$ cat src/rtl/display_scan_controller_if.sv
// Load handshake bundle for display_scan_controller: valid/ready plus packed BCD nibbles.
interface display_scan_controller_if #(
  parameter int NUM_DIGITS = 4
);
  logic                    LoadValid;
  logic [4*NUM_DIGITS-1:0] LoadData;
  logic                    LoadReady;

  modport master (output LoadValid, output LoadData, input LoadReady);
  modport slave  (input LoadValid, input LoadData, output LoadReady);
endinterface

$ cat src/rtl/display_scan_controller.sv
// Multiplexes one shared BCD-to-7-segment decoder across NUM_DIGITS common-anode digits,
// with dead-time between digits and frame-boundary commit of new values.
// Optional: DISPLAY_LEADING_ZERO_BLANK_EN blanks leading zero digits (digit 0 always shown).
module display_scan_controller #(
  parameter int NUM_DIGITS  = 4,
  parameter int REFRESH_DIV = 50000,
  parameter int DEAD_CYCLES = 16
) (
  input  logic                    Clock,
  input  logic                    Resetn,
  display_scan_controller_if.slave load,
  output logic [0:3]              DigitCode,
  output logic [NUM_DIGITS-1:0]   DigitSel
);

  localparam int MAX_CYC  = (REFRESH_DIV > DEAD_CYCLES) ? REFRESH_DIV : DEAD_CYCLES;
  localparam int CNT_W    = (MAX_CYC > 1) ? $clog2(MAX_CYC) : 1;
  localparam int IDX_W    = $clog2(NUM_DIGITS);
  localparam logic [CNT_W-1:0] ON_LAST   = CNT_W'(REFRESH_DIV - 1);
  localparam logic [CNT_W-1:0] DEAD_LAST = CNT_W'(DEAD_CYCLES - 1);
  localparam logic [IDX_W-1:0] IDX_LAST  = IDX_W'(NUM_DIGITS - 1);

  typedef enum logic {
    DEAD,
    ON
  } state_t;

  state_t                  state;
  logic [CNT_W-1:0]        cnt;
  logic [IDX_W-1:0]        idx;
  logic [4*NUM_DIGITS-1:0] shadow;
  logic [4*NUM_DIGITS-1:0] pend_buf;
  logic                    pending;

  logic [3:0]              nib [NUM_DIGITS];
  logic [3:0]              code_next;
  logic                    frame_end;

  always_comb begin
    for (int unsigned i = 0; i < NUM_DIGITS; i++) begin
      nib[i] = shadow[4*i +: 4];
    end
  end

`ifdef DISPLAY_LEADING_ZERO_BLANK_EN
  // upper_zero[i]: nibbles NUM_DIGITS-1 down to i are all zero
  logic [NUM_DIGITS-1:0] upper_zero;

  always_comb begin
    upper_zero = '0;
    upper_zero[NUM_DIGITS-1] = (nib[NUM_DIGITS-1] == 4'h0);
    for (int unsigned j = 1; j < NUM_DIGITS; j++) begin
      upper_zero[NUM_DIGITS-1-j] = upper_zero[NUM_DIGITS-j] && (nib[NUM_DIGITS-1-j] == 4'h0);
    end
    code_next = nib[idx];
    if ((idx != '0) && upper_zero[idx]) begin
      code_next = 4'hF;
    end
  end
`else
  always_comb begin
    code_next = nib[idx];
  end
`endif

  assign frame_end = (state == ON) && (cnt == ON_LAST) && (idx == IDX_LAST);

  always_ff @(posedge Clock or negedge Resetn) begin
    if (!Resetn) begin
      state          <= DEAD;
      cnt            <= '0;
      idx            <= '0;
      DigitCode      <= '1;
      DigitSel       <= '1;
      shadow         <= '1;
      pend_buf       <= '0;
      pending        <= 1'b0;
      load.LoadReady <= 1'b1;
    end else begin
      case (state)
        DEAD: begin
          if (cnt == DEAD_LAST) begin
            state     <= ON;
            cnt       <= '0;
            DigitSel  <= ~(NUM_DIGITS'(1) << idx);
            DigitCode <= code_next;
          end else begin
            cnt <= cnt + 1'b1;
          end
        end
        ON: begin
          if (cnt == ON_LAST) begin
            state     <= DEAD;
            cnt       <= '0;
            DigitSel  <= '1;
            DigitCode <= '1;
            idx       <= (idx == IDX_LAST) ? '0 : idx + 1'b1;
          end else begin
            cnt <= cnt + 1'b1;
          end
        end
        default: state <= DEAD;
      endcase

      // LoadReady is high only while nothing is pending, so commit and capture never coincide
      if (frame_end && pending) begin
        shadow         <= pend_buf;
        pending        <= 1'b0;
        load.LoadReady <= 1'b1;
      end else if (load.LoadValid && load.LoadReady) begin
        pend_buf       <= load.LoadData;
        pending        <= 1'b1;
        load.LoadReady <= 1'b0;
      end
    end
  end

endmodule

$ cat src/flat_wrapper.sv
// flat-port wrapper written by rule: the top's interface ports become plain ports
module display_scan_controller_flat 
#(
  parameter int NUM_DIGITS  = 4,
  parameter int REFRESH_DIV = 50000,
  parameter int DEAD_CYCLES = 16
)
  (Clock, Resetn, DigitCode, DigitSel, load_LoadValid, load_LoadData, load_LoadReady);
  display_scan_controller_if #(.NUM_DIGITS(NUM_DIGITS)) load_i ();
  input  logic Clock;
  input  logic Resetn;
  output logic [0:3] DigitCode;
  output logic [NUM_DIGITS-1:0] DigitSel;
  input wire logic [$bits(load_i.LoadValid)-1:0] load_LoadValid;
  input wire logic [$bits(load_i.LoadData)-1:0] load_LoadData;
  output wire logic [$bits(load_i.LoadReady)-1:0] load_LoadReady;
  assign load_i.LoadValid = load_LoadValid;
  assign load_i.LoadData = load_LoadData;
  assign load_LoadReady = load_i.LoadReady;
  display_scan_controller #(.NUM_DIGITS(NUM_DIGITS), .REFRESH_DIV(REFRESH_DIV), .DEAD_CYCLES(DEAD_CYCLES)) u_core (.Clock(Clock), .Resetn(Resetn), .load(load_i), .DigitCode(DigitCode), .DigitSel(DigitSel));
endmodule
$ cat config.mk
export PLATFORM = sky130hd
export DESIGN_NAME = display_scan_controller_flat
export DESIGN_NICKNAME = d
export VERILOG_FILES = /design/src/rtl/display_scan_controller_if.sv /design/src/rtl/display_scan_controller.sv /design/src/flat_wrapper.sv
export SDC_FILE = /design/constraint.sdc
export NUM_CORES = 1
export LEC_CHECK = 0
export BUFFER_PORTS_ARGS = -buffer_cell sky130_fd_sc_hd__buf_4
export CAP_MARGIN = 20
export CORE_MARGIN = 2
export CORE_UTILIZATION = 43
export CTS_BUF_LIST = sky130_fd_sc_hd__clkbuf_8
export CTS_CLUSTER_DIAMETER = 200
export DETAILED_ROUTE_END_ITERATION = 7
export PLACE_DENSITY_LB_ADDON = 0.25
export SETUP_SLACK_MARGIN = 0.4
export SLEW_MARGIN = 10
export SYNTH_ARGS = -nofsm -noshare
export SYNTH_HDL_FRONTEND = slang
export SYNTH_SLANG_ARGS = --single-unit
$ cat constraint.sdc
create_clock -name Clock -period 4.6 [get_ports Clock]
set_input_delay 0 -clock Clock [delete_from_list [all_inputs] [get_ports Clock]]
set_output_delay 0 -clock Clock [all_outputs]
set_load 0.1 [all_outputs]
Word level (Yosys, flattened, before mapping)
Cells that the tools add are included.
{"block": "classes", "add_sub_neg": 2, "order_cmp": 1, "eq_ne": 5, "shift": 1, "mux": 19, "n_bitwise": 4, "n_reduce_logical": 8}
{"op": "$mux 16", "n": 2}
{"op": "$pmux 16 s2", "n": 1}
{"op": "$mux 4", "n": 5}
{"op": "$add 16x1->16 const B", "n": 1}
{"op": "$eq 16x16->1 const B", "n": 1}
{"op": "$eq 16x4->1 const B", "n": 1}
{"op": "$pmux 4 s2", "n": 2}
{"op": "$bmux 4 s2", "n": 1}
{"op": "$mux 1", "n": 6}
{"op": "$reduce_and 2->1", "n": 3}
{"op": "$logic_and 1x1->1", "n": 4}
{"op": "$not 4->4", "n": 1}
{"op": "$shl 1x2->4 const A", "n": 1}
{"op": "$ge 3x3->1 const B", "n": 1}
{"op": "$not 2->3", "n": 1}
{"op": "$add 2x1->2 const B", "n": 1}
{"op": "$eq 2x2->1 const B", "n": 1}
{"op": "$mux 2", "n": 1}
{"op": "$ne 2x1->1 const B", "n": 1}
{"op": "$ne 2x2->1 const B", "n": 1}
{"op": "$not 1->1", "n": 2}
{"op": "$pmux 1 s2", "n": 1}
{"op": "$reduce_bool 2->1", "n": 1}
{"block": "totals", "register_bits": 61, "out_inout_bits": 9, "wordCells": 49}

Logic depth before layout (Yosys ltp)
Gate-level depths: netlist (run 1).
{"block": "logic_depth", "word_depth": 6, "depth_mapped": 9, "ltp_nobuf": 5}

Least setup slack after synthesis (run 1)
No wires, ideal clock.
{"block": "synth_timing", "path_kind": "register to register", "startpoint": "register u_core.cnt[4]", "endpoint": "register u_core.pend_buf[10]", "t_arrival_ns": 2.271, "required_ns": 4.475, "slack_ns": 2.203, "path_stages_with_launch": 8, "path_buffers": 3, "period_less_slack_ns": 2.397, "path_cell_list": "dfrtp_1 -> or4_1 -> or3_1 -> clkbuf_2 -> o311a_1 -> buf_6 -> buf_12 -> mux2_4"}
{"block": "synth_between", "elab_chain_len": 6}
{"element": "start: declaration", "line": "display_scan_controller.sv:29", "rtl": "logic [CNT_W-1:0] cnt;"}
{"element": "start signal: assignment", "line": "display_scan_controller.sv:88", "rtl": "cnt <= cnt + 1'b1;"}
{"element": "start signal: assignment", "line": "display_scan_controller.sv:99", "rtl": "cnt <= cnt + 1'b1;"}
{"element": "$eq 16x16->1", "line": "display_scan_controller.sv:66", "rtl": "assign frame_end = (state == ON) && (cnt == ON_LAST) && (idx == IDX_LAST);"}
{"element": "$logic_and 1x1->1 (2 in a row)", "line": "display_scan_controller.sv:66"}
{"element": "$logic_and 1x1->1", "line": "display_scan_controller.sv:106", "rtl": "if (frame_end && pending) begin"}
{"element": "$not 1->1 (no source line)"}
{"element": "$reduce_and 2->1 (no source line)"}
{"element": "end signal: assignment", "line": "display_scan_controller.sv:111", "rtl": "pend_buf <= load.LoadData;"}
{"element": "end: declaration", "line": "display_scan_controller.sv:32", "rtl": "logic [4*NUM_DIGITS-1:0] pend_buf;"}
No other way between the ends.
A chain may end at the register's enable or synchronous reset.

Worst setup path after layout (run 1)
{"block": "layout_timing", "startpoint": "register u_core.cnt[0]", "endpoint": "register u_core.pend_buf[5]"}
Same word-level chain as after synthesis.

==> impl_metrics.env, run 1 <==
export IMPL_crit_type="flop to flop"
export IMPL_cap_violations=0
export IMPL_async_reset_ff_share_pct=100.0
export IMPL_clock_sinks=61
export IMPL_worst_slew_pin_slew_ns=0.9981
export IMPL_required_ns=4.81
export IMPL_cts_path_max_buffers=2
export IMPL_place_hpwl_um=3056
export IMPL_hold_viol=0
export IMPL_syn_area_per_cell_um2=14.02
export IMPL_clk_latency_ns=0.33
export IMPL_start_util_pct=45.15
export IMPL_synthCells=193
export IMPL_grt_overflow=0
export IMPL_r2r_start="u_core.cnt[0]$_DFF_PN0_"
export IMPL_postLayoutSetupSlackWorst_ns=1.930
export IMPL_synth_edff_count=0
export IMPL_area_growth_pct=23.50
export IMPL_outcome="complete, no violations"
export IMPL_rows=28
export IMPL_grt_setup_unrepaired="false"
export IMPL_via_count=1650
export IMPL_die_width_um=83.32
export IMPL_fin_cells=320
export IMPL_max_freq_mhz=374.5
export IMPL_dpl_cell_area_um2=2934
export IMPL_clock_tree_htree_level_count=3
export IMPL_fp_dieH_um=83.32
export IMPL_syn_num_nets=217
export IMPL_worstSetupEndpointType="flop"
export IMPL_final_layout_size_suffix_gt1_share_pct=44.49
export IMPL_ios=28
export IMPL_antenna_found_initial=0
export IMPL_cts_setup_buffers=0
export IMPL_drt_first_pass_iters=4
export IMPL_fill_cells=496
export IMPL_viasPerCell=5.156
export IMPL_place_gp_congestion=0.7733
export IMPL_synthDistinctLibCells=36
export IMPL_layout_common_cells="dfrtp_1, buf_4, dfstp_2, mux2_2, dlygate4sd3_1"
export IMPL_cp_max_fo=16
export IMPL_port_buffers=27
export IMPL_fin_worst_skew_ns=0.006210
export IMPL_cp_arrival_ns=2.88
export IMPL_final_nets=264
export IMPL_cts_made_buffers=9
export IMPL_p_leak_nw=1.491
export IMPL_ys_ff_latch=61
export IMPL_critPathLaunchType="flop"
export IMPL_slew_headroom_pct=33.46
export IMPL_drc=0
export IMPL_min_period_ns=2.670
export IMPL_antenna_cells=0
export IMPL_setup_viol=0
export IMPL_post_route_period_util_pct=58.05
export IMPL_grt_max_degree=62
export IMPL_die_area_um2=6941
export IMPL_grt_usage_pct=15.19
export IMPL_p_total_mw=1.098
export IMPL_core_area_um2=5991
export IMPL_placed_cells=286
export IMPL_hold_class="primary input to asynchronous set/reset pin"
export IMPL_synth_area_um2=2705
export IMPL_ys_warn_count=0
export IMPL_fin_area_um2=3341
export IMPL_path_clk_slew_ns=0.07
export IMPL_drv_slew=0
export IMPL_grt_pass1_wl_um=8197
export IMPL_whs_ns=0.2769
export IMPL_drt_iter0_markers=135
export IMPL_cts_tree="done"
export IMPL_cp_startpoint="u_core.cnt[0]$_DFF_PN0_"
export IMPL_synth_flop_cell="dfrtp_1"
export IMPL_fin_tns_setup_ns=0
export IMPL_wl_um=4813
export IMPL_root_buffer="clkbuf_8"
export IMPL_peakVddDrop_mv=0.1993
export IMPL_ant_nets=0
export IMPL_final_util_pct=55.76
export IMPL_wl_per_cell_um=15.04
export IMPL_first_global_vias=1681
export IMPL_powerDensity_nw_per_um2=328.7
export IMPL_yosysSeqAreaShare_pct=57.59
export IMPL_final_common_cell="dfrtp_1"
export IMPL_place_ws_ns=1.932
repair_timing:
item,in CTS,in global routing
endpoints found under the hold margin,54,0
hold buffers,18,0
resized for setup,0,0
worst max-delay path, stage by stage, from the launching register on:
cell     delay [ns]
dfrtp_1        0.43
ha_1           0.32
nand3_1        0.16
or3_1          0.48
o311a_1        0.73
mux2_4         0.42
routing by layer:
metal / part of all wire [%] / wire [um] / track usage [%]
met2: 45 / 2175 / 22.65
met4: 1.6 / 77 / 7.601
met1: 50 / 2383 / 20.52
met5: 0 / 0 / 0
met3: 3.7 / 176 / 3.976
layout make-up:
| class | instances | area (um^2) | share of cell area, % |
|---|---|---|---|
| Sequential cell | 61 | 1558 | 46.63 |
| Multi-Input combinational cell | 119 | 1065 | 31.87 |
| Timing Repair Buffer | 45 | 382.9 | 11.46 |
| Clock buffer | 11 | 151.4 | 4.532 |
| Tap cell | 75 | 93.84 | 2.809 |
| Clock inverter | 5 | 75.07 | 2.247 |
| Inverter | 4 | 15.01 | 0.4494 |
logic make-up after synthesis:
family                     count (synthesis)  synth area share [%]
buffers and inverters                     13                 3.052
and+or+nand+nor                           48                 9.806
DFF                                       61                 57.59
adders and majority gates                  5                 2.313
xor gates and xnor gates                  13                 4.209
muxes                                     37                 18.46
AOI/OAI and AO/OA                         16                 4.579
power breakdown:
part           total (mW)  internal, mW  switching [mW]
clock network       0.526         0.331           0.196
registers           0.538         0.538               0
logic              0.0341        0.0197          0.0144
total                1.10         0.888           0.210
worst paths after layout:
check | end | slack, ns | depth (start not counted)
setup / recovery | u_core.pend_buf[5]$_DFFE_PN0P_ | 1.93 | 5
hold / removal | u_core.pend_buf[3]$_DFFE_PN0P_ | 0.28 | 2
setup reg to reg | u_core.pend_buf[5]$_DFFE_PN0P_ | 1.93 | 5
hold reg to reg | u_core.pending$_DFFE_PN0P_ | 0.50 | 2
max in group asynchronous | u_core.pend_buf[14]$_DFFE_PN0P_ | 3.82 | 2
min in group Clock | u_core.pend_buf[13]$_DFFE_PN0P_ | 0.43 | 3
Yosys cell counts (3+ instances only):
library cell | n | share of area (%)
nor4_1 | 3 | 0.69
mux4_2 | 4 | 3.3
xnor2_1 | 6 | 1.9
mux2_2 | 23 | 9.6
a2bb2oi_1 | 4 | 1.3
nand3_1 | 4 | 0.74
inv_1 | 4 | 0.55
or3_1 | 3 | 0.69
dfrtp_1 | 36 | 33
mux2_4 | 10 | 5.6
nand4_1 | 10 | 2.3
o22a_1 | 4 | 1.3
ha_1 | 5 | 2.3
nand2_1 | 5 | 0.69
clkbuf_1 | 3 | 0.42
dfstp_2 | 25 | 24
xor2_1 | 7 | 2.3
nor2_1 | 13 | 1.8
sequential cells by signal, indices dropped and copies added (netlist names):
register and count:
u_core.DigitCode 4, u_core.DigitSel 4, u_core.cnt 16, u_core.idx 2
u_core.load.LoadReady 1, u_core.pend_buf 16, u_core.pending 1, u_core.shadow 16
u_core.state 1
No activity file was read; power rests on OpenSTA's default activity.
==> run 2, diff against run 1 <==
clock period = 2.4 ns   (was 4.6 ns; I/O delays follow)
==> impl_metrics.env, run 2 (same netlist as run 1, synthesis figures left out) <==
export IMPL_outcome="complete, no violations"
export IMPL_port_buffers=27
export IMPL_slew_headroom_pct=49.53
export IMPL_r2r_start="u_core.cnt[5]$_DFF_PN0_"
export IMPL_viasPerCell=5.139
export IMPL_cap_violations=0
export IMPL_postLayoutSetupSlackWorst_ns=0.2111
export IMPL_final_layout_size_suffix_gt1_share_pct=53.87
export IMPL_p_leak_nw=1.678
export IMPL_crit_type="flop to flop"
export IMPL_fp_dieH_um=83.32
export IMPL_cp_slowest_stage_delay_ns=0.54
export IMPL_wl_um=5346
export IMPL_dpl_cell_area_um2=3079
export IMPL_antenna_cells=0
export IMPL_hold_viol=0
export IMPL_hold_class="primary input to asynchronous set/reset pin"
export IMPL_cp_arrival_ns=2.41
export IMPL_cts_tree="done"
export IMPL_reg2regPathDepth=5
export IMPL_start_util_pct=45.15
export IMPL_grt_setup_unrepaired="true"
export IMPL_grt_pass1_wl_um=9073
export IMPL_drt_first_pass_iters=4
export IMPL_wl_per_cell_um=15.45
export IMPL_critical_path_buf_inv_count=1
export IMPL_crit_chain="or4_4 > or3_4 > o311a_4 > buf_12 > mux2_4"
export IMPL_place_hpwl_um=3272
export IMPL_rows=28
export IMPL_worst_slew_pin_slew_ns=0.7571
export IMPL_post_route_period_util_pct=91.20
export IMPL_regToRegEndpoint="u_core.pend_buf[7]$_DFFE_PN0P_"
export IMPL_clock_tree_htree_level_count=3
export IMPL_ant_nets=0
export IMPL_die_width_um=83.32
export IMPL_grt_overflow=0
export IMPL_place_ws_ns=0.09174
export IMPL_cp_max_fo=8
export IMPL_worstSetupEndpointType="flop"
export IMPL_cts_made_buffers=9
export IMPL_ios=28
export IMPL_r2r_slack_ns=0.21
export IMPL_place_gp_congestion=0.8052
export IMPL_fin_tns_setup_ns=0
export IMPL_clk_latency_ns=0.34
export IMPL_drv_slew=0
export IMPL_grt_usage_pct=16.85
export IMPL_critPathLaunchType="flop"
export IMPL_clock_sinks=61
export IMPL_fill_cells=473
export IMPL_fin_worst_skew_ns=0.01098
export IMPL_powerDensity_nw_per_um2=537.7
export IMPL_drc=0
export IMPL_fin_area_um2=3759
export IMPL_root_buffer="clkbuf_8"
export IMPL_antenna_found_initial=0
export IMPL_required_ns=2.62
export IMPL_via_count=1778
export IMPL_path_clk_slew_ns=0.07
export IMPL_grt_max_degree=62
export IMPL_crit_path_top_delay_cell="or4_4"
export IMPL_path_delay_family="simple AND/OR/NAND/NOR gates"
export IMPL_first_global_vias=1891
export IMPL_setup_viol=0
export IMPL_drt_iter0_markers=67
export IMPL_layout_common_cells="buf_4, dfrtp_1, mux2_4, dfstp_2, dlygate4sd3_1"
export IMPL_final_nets=290
export IMPL_largest_registers="u_core.cnt (16), u_core.pend_buf (16), u_core.shadow (16)"
export IMPL_min_period_ns=2.189
export IMPL_core_area_um2=5991
export IMPL_final_common_cell="buf_4"
export IMPL_peakVddDrop_mv=0.3699
export IMPL_area_growth_pct=38.95
export IMPL_cts_path_max_buffers=2
export IMPL_die_area_um2=6941
export IMPL_max_freq_mhz=456.9
## run 2: cell types whose count changed in the layout (fill, tap and decap cells not counted), sizes merged
cell,previous run,this run
bufinv,2,1
clkinvlp,1,2
buf,27,52
clkbuf,11,12
## run 2: worst max path at each step
stage	from	endpoint	slack, ns	cells after the start
2_1_floorplan	u_core.cnt[5]$_DFF_PN0_	u_core.pend_buf[10]$_DFFE_PN0P_	0.009	7
3_3_place_gp	u_core.cnt[13]$_DFF_PN0_	u_core.shadow[2]$_DFFE_PN1P_	0.11	5
3_5_place_dp	u_core.cnt[13]$_DFF_PN0_	u_core.shadow[8]$_DFFE_PN1P_	0.09	5
4_1_cts	u_core.cnt[5]$_DFF_PN0_	u_core.pend_buf[7]$_DFFE_PN0P_	0.15	5
5_1_grt	u_core.cnt[5]$_DFF_PN0_	u_core.pend_buf[14]$_DFFE_PN0P_	0.18	5
6_report	u_core.cnt[5]$_DFF_PN0_	u_core.pend_buf[7]$_DFFE_PN0P_	0.21	5
## run 2: where the power goes
part,switching (mW),internal (mW),total [mW]
Combinational,0.0278,0.0378,0.0656
Sequential,0,1.03,1.03
Clock,0.397,0.528,0.925
## run 2: timing repair
action | 4_1_cts | 5_1_grt
gates resized for setup | 31 | 10
setup buffers | 5 | 1
endpoints found under the hold margin | 54 | 0
endpoints found under the setup margin | 52 | 53
hold buffers | 18 | 0
pin swaps | 11 | 4
cloned | 3 | 1
## run 2: final cells by class
class / instances / area (um^2) / share of cell area (%)
inverters: 4 / 15.01 / 0.3995
well taps: 75 / 93.84 / 2.497
repair buffers: 71 / 686.9 / 18.28
flip-flops and latches: 61 / 1558 / 41.44
clock buffers: 11 / 151.4 / 4.028
multi-input cells: 119 / 1201 / 31.96
clock inverters: 5 / 52.55 / 1.398
## run 2: per-layer routing
| layer | global-route usage, % | up-vias | share of wire, % |
|---|---|---|---|
| met5 | 0 | - | 0 |
| met4 | 6.259 | 0 | 1.2 |
| met3 | 5.467 | 7 | 3.2 |
| met2 | 27.57 | 29 | 50 |
| met1 | 20.84 | 900 | 45 |
| li1 | - | 842 | - |
## run 2: metrics by stage
step / std cells / utilization, % / total power [mW] / hold WS (ns)
2_1_floorplan: 193 / - / 1.049 / -0.2956
3_3_place_gp: 302 / 51.40 / 1.091 / 0.1150
3_5_place_dp: 302 / 51.40 / 1.092 / 0.1192
4_1_cts: 344 / 61.57 / 2.052 / 0.2892
5_1_grt: 346 / 62.74 / 2.102 / 0.3455
6_report: 346 / 62.74 / 2.021 / 0.2650
## run 2: worst reg2reg max path, delay by kind of cell, from the launching register on
family,cells,cell delay [ns]
compound gates,1,0.36
simple gates,2,0.89
flops,1,0.37
buf+inv,1,0.16
mux,1,0.30
==> run 3, diff against run 2 <==
CTS_BUF_LIST = not set   (was sky130_fd_sc_hd__clkbuf_8)
CTS_CLUSTER_DIAMETER = 150   (was 200)
HOLD_SLACK_MARGIN = 0.03   (was not set)
==> impl_metrics.env, run 3 (same netlist as run 1, synthesis figures left out) <==
export IMPL_outcome="complete, no violations"
export IMPL_cts_made_buffers=9
export IMPL_regToRegEndpoint="u_core.pend_buf[7]$_DFFE_PN0P_"
export IMPL_post_route_period_util_pct=91.20
export IMPL_crit_chain="or4_4 > or3_4 > o311a_4 > buf_12 > mux2_4"
export IMPL_drt_first_pass_iters=4
export IMPL_antenna_found_initial=0
export IMPL_r2r_start="u_core.cnt[5]$_DFF_PN0_"
export IMPL_critPathLaunchType="flop"
export IMPL_p_total_mw=2.034
export IMPL_fin_cells=346
export IMPL_placed_cells=302
export IMPL_wl_per_cell_um=15.57
export IMPL_p_sw_share_pct=21.10
export IMPL_powerDensity_nw_per_um2=541.3
export IMPL_grt_max_degree=62
export IMPL_largest_registers="u_core.cnt (16), u_core.pend_buf (16), u_core.shadow (16)"
export IMPL_grt_usage_pct=16.91
export IMPL_ios=28
export IMPL_peakVddDrop_mv=0.3768
export IMPL_die_width_um=83.32
export IMPL_cp_max_fo=8
export IMPL_slew_headroom_pct=49.73
export IMPL_rows=28
export IMPL_clock_sinks=61
export IMPL_drc=0
export IMPL_port_buffers=27
export IMPL_place_gp_congestion=0.8052
export IMPL_wl_um=5386
export IMPL_place_ws_ns=0.09174
export IMPL_hold_viol=0
export IMPL_sequentialPowerShare_pct=50.6
export IMPL_combPwrFrac_pct=3.2
export IMPL_die_area_um2=6941
export IMPL_final_nets=290
export IMPL_r2r_slack_ns=0.21
export IMPL_worstSetupEndpointType="flop"
export IMPL_cp_slowest_stage_delay_ns=0.54
export IMPL_grt_setup_unrepaired="true"
export IMPL_clk_latency_ns=0.34
export IMPL_hold_class="primary input to asynchronous set/reset pin"
export IMPL_first_global_vias=1889
export IMPL_layout_common_cells="buf_4, dfrtp_1, mux2_4, dfstp_2, dlygate4sd3_1"
export IMPL_grt_pass1_wl_um=9101
export IMPL_via_count=1778
export IMPL_fp_dieH_um=83.32
export IMPL_cts_tree="done"
export IMPL_p_int_mw=1.605
export IMPL_postLayoutSetupSlackWorst_ns=0.2113
export IMPL_final_common_cell="buf_4"
export IMPL_fin_worst_skew_ns=0.01102
export IMPL_cap_violations=0
export IMPL_path_clk_slew_ns=0.07
export IMPL_antenna_cells=0
export IMPL_ant_nets=0
export IMPL_max_freq_mhz=456.9
export IMPL_core_area_um2=5991
export IMPL_setup_viol=0
export IMPL_fill_cells=473
export IMPL_pwr_share_clk_pct=46.1
export IMPL_drv_slew=0
export IMPL_cp_arrival_ns=2.41
export IMPL_crit_type="flop to flop"
export IMPL_root_buffer="clkbuf_8"
export IMPL_reg2regPathDepth=5
export IMPL_grt_overflow=0
export IMPL_drt_iter0_markers=63
export IMPL_whs_ns=0.2670
export IMPL_place_hpwl_um=3272
export IMPL_start_util_pct=45.15
export IMPL_min_period_ns=2.189
export IMPL_required_ns=2.63
export IMPL_worst_slew_pin_slew_ns=0.7540
export IMPL_area_growth_pct=38.95
export IMPL_p_switching_mw=0.4293
export IMPL_fin_tns_setup_ns=0
export IMPL_cts_path_max_buffers=2
export IMPL_crit_path_top_delay_cell="or4_4"
export IMPL_cp_startpoint="u_core.cnt[5]$_DFF_PN0_"
export IMPL_p_leak_nw=1.670
export IMPL_clock_tree_htree_level_count=3
export IMPL_final_layout_size_suffix_gt1_share_pct=53.87
export IMPL_viasPerCell=5.139
[run 3: cell types whose count changed in the layout (fill, tap and decap cells not counted), sizes merged]
cell / delta
inv: -2
clkbuf: +2
[run 3: worst max path at each step]
stage	to	slack [ns]	cells past startpoint
after floorplan	u_core.pend_buf[10]$_DFFE_PN0P_	0.009	7
after global placement	u_core.shadow[2]$_DFFE_PN1P_	0.11	5
after detailed placement	u_core.shadow[8]$_DFFE_PN1P_	0.09	5
after CTS	u_core.pend_buf[7]$_DFFE_PN0P_	0.15	5
after global routing	u_core.pend_buf[14]$_DFFE_PN0P_	0.18	5
final	u_core.pend_buf[7]$_DFFE_PN0P_	0.21	5
[run 3: layout make-up]
cell class	instances	area [um^2]	area share, %
clock inverter	3	45.04	1.198
tap	75	93.84	2.497
multi-input combinational	119	1201	31.96
clock buffer	13	158.9	4.228
sequential	61	1558	41.44
inverter	4	15.01	0.3995
timing repair buffer	71	686.9	18.28
[run 3: metal layers]
metal	vias to the layer above	global-route usage [%]	wire length, um
li1	839	-	-
met1	903	20.97	2446
met2	29	27.64	2704
met3	7	5.467	170
met4	0	6.259	64
met5	-	0	0
[run 3: stage by stage]
step	util, %	cell area, um^2
after floorplan	-	2721
after global placement	51.40	3079
after detailed placement	51.40	3079
after CTS	61.57	3689
after global routing	62.74	3759
final	62.74	3759
[run 3: critical path: cells and delay by family, from the launching register on]
kind | cells | cell delay, ns
AND/OR/NAND/NOR | 2 | 0.89
multiplexers | 1 | 0.29
flip-flops | 1 | 0.37
AO/OA/AOI/OAI | 1 | 0.36
buffers and inverters | 1 | 0.16
[run 3: what timing repair did]
| action | in CTS | in global routing |
|---|---|---|
| setup endpoints to repair | 52 | 53 |
| resized for setup | 31 | 10 |
| gates cloned | 3 | 1 |
| endpoints found under the hold margin | 54 | 0 |
| buffers inserted | 5 | 1 |
| pin swaps | 11 | 4 |
| hold buffers | 18 | 0 |
[run 3: power by group through the flow]
| stage | logic, mW | clock network [mW] | registers, mW |
|---|---|---|---|
| floorplan | 0.000778 | 0 | 1.05 |
| global placement | 0.0431 | 0 | 1.05 |
| detailed placement | 0.0440 | 0 | 1.05 |
| CTS | 0.0673 | 0.963 | 1.03 |
| global route | 0.0728 | 1.01 | 1.03 |
| finish | 0.0655 | 0.939 | 1.03 |
